--- config.mk ---
export PLATFORM = sky130hd
export DESIGN_NAME = tx_frame_scheduler
export DESIGN_NICKNAME = d
export VERILOG_FILES = /design/src/rtl/tx_frame_scheduler.sv
export SDC_FILE = /design/constraint.sdc
export NUM_CORES = 1
export LEC_CHECK = 0
export CAP_MARGIN = 40
export CORE_MARGIN = 8
export CORE_UTILIZATION = 50
export CTS_CLUSTER_DIAMETER = 150
export DETAILED_ROUTE_END_ITERATION = 8
export GPL_TIMING_DRIVEN = 0
export HOLD_SLACK_MARGIN = 0.08
export PLACE_DENSITY = 0.79
export SLEW_MARGIN = 20
export SYNTH_ARGS = -nofsm -noshare
export SYNTH_HDL_FRONTEND = slang
export SYNTH_SLANG_ARGS = --single-unit
--- constraint.sdc ---
create_clock -name clock -period 2.55 [get_ports clock]
set_input_delay 0.255 -clock clock [delete_from_list [all_inputs] [get_ports clock]]
set_output_delay 0.255 -clock clock [all_outputs]
set_load 0.005 [all_outputs]
--- src/rtl/tx_frame_scheduler.sv ---
// tx_frame_scheduler: sends a 16-bit word to a UART as four tagged hex-digit bytes.
// Digits go out from digit 3 down to digit 0. Each byte is {idx[1:0], 2'b00, nibble}.
// The block waits for the UART busy handshake after every byte. It inserts a
// fixed idle gap between the bytes of one frame.
module tx_frame_scheduler #(
    parameter int unsigned GAP_CYCLES   = 16,
    parameter int unsigned BUSY_TIMEOUT = 64
) (
    input  logic        clock,
    input  logic        reset,
    input  logic [15:0] word_in,
    input  logic        word_valid,
    output logic        word_ready,
    output logic [7:0]  Tx_DATA,
    output logic        Tx_WR,
    output logic        Tx_EN,
    input  logic        Tx_BUSY,
    output logic        frame_done,
    output logic        frame_err,
    output logic [7:0]  words_sent
);

    typedef enum logic [2:0] {
        IDLE,
        WRITE,
        WAIT_HI,
        WAIT_LO,
        GAP,
        DONE
    } state_t;

    // Terminal counter values. The counter starts at 0 on entry to a timed
    // state, so a state that lasts N clocks ends when the counter reaches N-1.
    localparam logic [7:0] TIMEOUT_LAST = 8'(BUSY_TIMEOUT - 1);
    localparam logic [7:0] GAP_LAST     = 8'((GAP_CYCLES > 0) ? GAP_CYCLES - 1 : 0);

    state_t      state, state_n;
    logic [1:0]  idx, idx_n;
    logic [7:0]  cnt, cnt_n;
    logic [15:0] word_q, word_n;
    logic [7:0]  words_n;
    logic [3:0]  nibble;

    // Select the hex digit for the current byte from the holding register.
    always_comb nibble = word_q[{idx, 2'b00} +: 4];

    // State and datapath registers, all cleared by the synchronous reset.
    always_ff @(posedge clock) begin
        // NOTE: sequential state uses non-blocking assignments. Every register
        // then samples pre-edge values, whatever order the blocks run in.
        if (reset) begin
            state      <= IDLE;
            idx        <= 2'd3;
            cnt        <= '0;
            word_q     <= '0;
            words_sent <= '0;
        end else begin
            state      <= state_n;
            idx        <= idx_n;
            cnt        <= cnt_n;
            word_q     <= word_n;
            words_sent <= words_n;
        end
    end

    // Next-state logic plus the outputs decoded from the state and the busy input.
    always_comb begin
        // NOTE: every signal gets a default before the case statement. A path
        // that leaves a signal unassigned would otherwise infer a latch.
        state_n    = state;
        idx_n      = idx;
        cnt_n      = cnt;
        word_n     = word_q;
        words_n    = words_sent;
        word_ready = 1'b0;
        Tx_WR      = 1'b0;
        Tx_EN      = 1'b1;
        Tx_DATA    = {idx, 2'b00, nibble};
        frame_done = 1'b0;
        frame_err  = 1'b0;

        case (state)
            IDLE: begin
                Tx_EN      = 1'b0;
                Tx_DATA    = 8'h00;
                word_ready = 1'b1;
                cnt_n      = '0;
                if (word_valid) begin
                    word_n  = word_in;
                    idx_n   = 2'd3;
                    state_n = WRITE;
                end
            end
            WRITE: begin
                // Hold here without strobing while the UART is still busy.
                // The counter stays cleared so no timeout runs during the hold.
                cnt_n = '0;
                if (!Tx_BUSY) begin
                    Tx_WR   = 1'b1;
                    state_n = WAIT_HI;
                end
            end
            WAIT_HI: begin
                if (Tx_BUSY) begin
                    cnt_n   = '0;
                    state_n = WAIT_LO;
                end else if (cnt == TIMEOUT_LAST) begin
                    frame_err = 1'b1;
                    state_n   = IDLE;
                end else begin
                    cnt_n = cnt + 8'd1;
                end
            end
            WAIT_LO: begin
                if (!Tx_BUSY) begin
                    if (idx == 2'd0) begin
                        state_n = DONE;
                    end else if (GAP_CYCLES == 0) begin
                        idx_n   = idx - 2'd1;
                        state_n = WRITE;
                    end else begin
                        cnt_n   = '0;
                        state_n = GAP;
                    end
                end
            end
            GAP: begin
                if (cnt == GAP_LAST) begin
                    cnt_n   = '0;
                    idx_n   = idx - 2'd1;
                    state_n = WRITE;
                end else begin
                    cnt_n = cnt + 8'd1;
                end
            end
            DONE: begin
                frame_done = 1'b1;
                words_n    = words_sent + 8'd1;
                state_n    = IDLE;
            end
            default: state_n = IDLE;
        endcase
    end

endmodule

**After elaboration in Yosys (flattened, before gate mapping)**

Cells that the tools add are included.

- Register bits: 37
- Input port bits: 20
- Word-level logic and storage cells: 58

- Add/subtract/negate cells: 3
- Equality and inequality tests: 14
- Shifts and indexed selects: 1
- Mux-type cells: 26
- Reductions and logical operators: 9

Operators by type and width:

| operator | number |
|---|---|
| 2-to-1 mux 8 bit | 6 |
| case mux 8 bit (4 select lines) | 1 |
| 2-to-1 mux 3 bit | 6 |
| adder 8 x 1 -> 8 bit, second input constant | 2 |
| indexed part select 16 x 5 -> 4 bit | 1 |
| case mux 3 bit (5 select lines) | 1 |
| inequality test 2 bit, second input constant | 5 |
| 2-to-1 mux 1 bit | 9 |
| equality test 8 x 4 -> 1 bit, second input constant | 1 |
| equality test 8 x 6 -> 1 bit, second input constant | 1 |
| equality test 3 x 2 -> 1 bit, second input constant | 2 |
| equality test 3 bit, second input constant | 2 |
| inequality test 3 bit, second input constant | 2 |
| AND reduction 5 bit | 1 |
| 2-to-1 mux 2 bit | 2 |
| case mux 2 bit (2 select lines) | 1 |
| AND reduction 4 bit | 1 |
| nonzero test 4 bit | 1 |
| equality test 3 x 1 -> 1 bit, second input constant | 1 |
| logical NOT 3 bit | 1 |
| AND reduction 3 bit | 1 |
| logical NOT 2 bit | 1 |
| AND reduction 2 bit | 1 |
| nonzero test 2 bit | 1 |
| 2 further kinds | 2 |

**Logic depth before layout (Yosys ltp)**

- Depth in word-level cells: 4
- Gate-level depth with buffers: 7

**Worst setup path before layout**

OpenSTA, ideal clock, no wires.

- Path kind: register -> register
- From: reg cnt[0]
- To: reg cnt[3]
- Library setup time: 0.124 ns
- Arrival time: 1.757 ns
- Setup slack: 0.669 ns
- Stages on the path, launching flop included: 7
- Path through: dfxtp_1 -> ha_1 -> or3b_4 -> o311ai_2 -> nand2_1 -> o21bai_1 -> nor2_1

- Cells in the longest elaborated chain, start to end: 4
- Elaborated cells between the ends (all ways): 9

Ends and longest elaborated chain:

| what | RTL line | RTL |
|---|---|---|
| from (decl) | 39 | `logic [7:0] cnt, cnt_n;` |
| from (signal assigned) | 60 | `cnt <= cnt_n;` |
| adder 8 x 1 -> 8 bit | 111, 133 |  |
| 2-to-1 mux 8 bit | 107 | `end else if (cnt == TIMEOUT_LAST) begin` |
| 2-to-1 mux 8 bit | 104 | `if (Tx_BUSY) begin` |
| case mux 8 bit (4 select lines) | 82 | `case (state)` |

Several ways; a longest one is shown, not always the timed one. The select of a mux whose other input is x is not followed.
A chain may end at the register's enable or synchronous reset.

**Final worst setup path**

- From: reg state[0]
- To: out frame_err

- Cells in the longest elaborated chain, start to end: 2

Ends and longest elaborated chain:

| what | RTL line | RTL |
|---|---|---|
| from (decl) | 37 | `state_t state, state_n;` |
| from (signal assigned) | 58 | `state <= state_n;` |
| equality test 3 x 2 -> 1 bit | 82 |  |
| 2-to-1 mux 1 bit | 82 |  |
| to (decl) | 19 | `output logic frame_err,` |

No other way between the ends.

==> impl_metrics.ini <==
[pwr]
power_frac_seq_pct = 49.3
netSwitchingPower_uw = 308.3
p_clk_share_pct = 35.0
combPwrFrac_pct = 15.7
p_leak_uw = 0.0009290
p_sw_share_pct = 24.78
p_per_area_nw_per_um2 = 526.7
ir_drop_uv = 469.0
internal-power_uw = 935.9

[sta]
fin_setup_tns_ns = 0
holdWs_ns = 0.1154
slew_headroom_pct = 53.72
slew_viol_final = 0
period_needed_ns = 2.369
setup_viol = 0
skew_ns = 0.008152
tightest_slew_ns = 0.6905
max_freq_mhz = 422.2
grt_setup_unrepaired = no
period_share_pct = 92.89
hold_violations = 0

[die]
die_area_sq_um = 5856
initial_core_util_pct = 51.19
die_width_microns = 76.53
rows = 22
die_y_microns = 76.53
core_area_sq_um = 3578
ioPinCount = 41

[setup_path]
rrSetupSlack_ns = 0.32
cp_max_fo = 9
path_delay_family = simple AND/OR/NAND/NOR gates
cp.required_ns = 2.30
setup.worst_path.start_class = flop
crit_path_start = state[0]
r2r_end = cnt[7]
cp_data_arrival_time_ns = 2.11
crit_cells = 4
reg2reg_depth = 6
crit_buf_inv = 2
regToRegStartpoint = cnt[0]
worstPathCellList = buf_6 > or4b_4 > nor3_4 > clkdlybuf4s50_1
cp-end-kind = output port
cpMaxStageDelayCell = or4b_4
crit_type = reg -> out
cpPeakStageDelay_ns = 0.58

[clock_network]
clk_path_buf_depth = 2
clk_latency_ns = 0.35
cts_hold_buf = 0
cts.sinks = 37
cts_htree_levels = 2
cts_tree = yes
numCtsBuffers = 5
cts_setup_buffers = 1
cts_resized = 0
clkTransAtPathRegs_ns = 0.11
root_buffer = clkbuf_4

[global_routing]
antenna_found_initial = 0
grt-ovfl-total = 0
grt_max_degree = 13
grt_pass1_vias = 1586
grt_pass1_wl_microns = 7224
grt.total_usage_pct = 14.78

[placed_design]
routabilityCongestion = 0.8145
port_buffers = 37
dp_hpwl_microns = 3044
place_inst = 296

[layout]
syn_to_final_growth_pct = 28.96
final_cells = 305
finalNetCount = 279
layout-drive-gt1-share_pct = 14.40
num_antenna_cells = 0

[min_path]
whs_path_depth = 2
whs_endpoint = state[0]
hp-start = reset
hold_class = in -> reg

[yosys]
netlist_instances = 210
synth_edf_count = 0
synth_ff_type = dfxtp_1
yosysUniqueCellTypes = 48
yosysWarnings = 0
ys_seq_area_share_pct = 40.44
ys_ff_latch = 37
syn_area_sq_um = 1832
async_flop_share_pct = 0
syn_avg_cell_area_sq_um = 8.723

[detailed_routing]
vias_per_cell = 5.134
drc_errors = 0
via_count = 1566
drt.antenna.violating_nets = 0
drt-initial-drc-count = 65
wl_per_cell_microns = 13.32
wirelength_microns = 4064
firstDrtPassIters = 4

[job]
maxCapViolations = 0

[outcome]
run_status = finished clean
==> metrics by stage <==
stage | util, % | setup WS, ns | total power [uW] | instance area [sq um]
after floorplan | - | 0.6690 | 735.1 | 1836
after global placement | 63.32 | 0.1267 | 819.4 | 2266
after detailed placement | 63.32 | 0.1360 | 823.2 | 2266
after CTS | 66.01 | 0.1514 | 1254 | 2362
after global routing | 66.01 | 0.05396 | 1308 | 2362
final | 66.01 | 0.1813 | 1244 | 2362
==> layout by cell type (no fill, tap or decap), types with 3 or more instances in the layout <==
master / Yosys / layout
buf_4: 2 / 3
nand2_1: 40 / 40
clkbuf_4: 0 / 5
buf_2: 4 / 4
nand3_1: 5 / 5
ha_1: 3 / 3
xor2_1: 6 / 6
clkdlybuf4s50_1: 0 / 37
nor2b_1: 5 / 5
inv_1: 5 / 5
nor2_1: 22 / 22
dfxtp_1: 37 / 37
xnor2_1: 6 / 6
a21oi_1: 18 / 18
clkbuf_1: 5 / 5
mux4_2: 4 / 4
mux2i_1: 3 / 3
nand4_1: 3 / 3
nor4_1: 3 / 3
o21ai_0: 3 / 3
==> metal layers <==
layer,vias up,wire [microns],track usage (%)
li1,807,-,-
met5,-,0,0
met4,0,65,7.115
met3,8,222,4.363
met1,714,1822,17.61
met2,37,1954,23.65
==> area by class of cell <==
type	instances	area [sq um]
plain buffers	13	78.83
clock buffers	6	51.30
clock inverters	2	37.54
fillers	313	1216
inverters	5	18.77
multi-input cells	156	997.2
flip-flops and latches	37	740.7
well taps	48	60.06
repair buffers	38	377.9
==> power groups by stage <==
| stage | sequential, uW | clock (uW) | combinational [uW] |
|---|---|---|---|
| after global placement | 625 | 0 | 194 |
| final | 613 | 436 | 195 |
| after global routing | 617 | 472 | 219 |
| after CTS | 613 | 443 | 198 |
| after detailed placement | 627 | 0 | 197 |
| after floorplan | 623 | 0 | 112 |
==> cell usage after synthesis, types with 2 or more instances <==
master / n / area share [%]
nand2_1: 40 / 8.2
dfxtp_1: 37 / 40
nor2_1: 22 / 4.5
a21oi_1: 18 / 4.9
xnor2_1: 6 / 2.9
xor2_1: 6 / 2.9
clkbuf_1: 5 / 1.0
inv_1: 5 / 1.0
nand3_1: 5 / 1.4
nor2b_1: 5 / 1.7
buf_2: 4 / 1.1
mux4_2: 4 / 4.9
ha_1: 3 / 2.0
mux2i_1: 3 / 1.6
nand4_1: 3 / 1.0
nor4_1: 3 / 1.0
o21ai_0: 3 / 0.82
and3_1: 2 / 0.68
buf_4: 2 / 0.82
nand2b_1: 2 / 0.68
nor3_1: 2 / 0.55
nor3_2: 2 / 1.1
o21bai_1: 2 / 0.82
or2_2: 2 / 0.68
==> registers in the layout, summed over array words and instances, names as in the netlist <==
signal,flops
cnt,8
state,3
idx,2
words_sent,8
word_q,16
==> worst max-delay path by stage <==
| stage | endpoint | slack [ns] |
|---|---|---|
| final | frame_err | 0.18 |
| after global routing | cnt[4] | 0.05 |
| after CTS | frame_err | 0.15 |
| after detailed placement | frame_err | 0.14 |
| after global placement | frame_err | 0.13 |
| after floorplan | cnt[3] | 0.67 |
==> cell families after synthesis <==
logic type | count (synthesis) | synth area share, %
AO/OA/AOI/OAI | 33 | 12.36
XOR/XNOR | 12 | 5.738
adder cells (fa/ha/maj) | 3 | 2.049
buffers and inverters | 18 | 5.328
flip-flops | 37 | 40.44
multiplexers | 7 | 6.558
other | 1 | 0.2047
AND/OR/NAND/NOR | 99 | 27.32
Power figures use the tool's default switching activity.
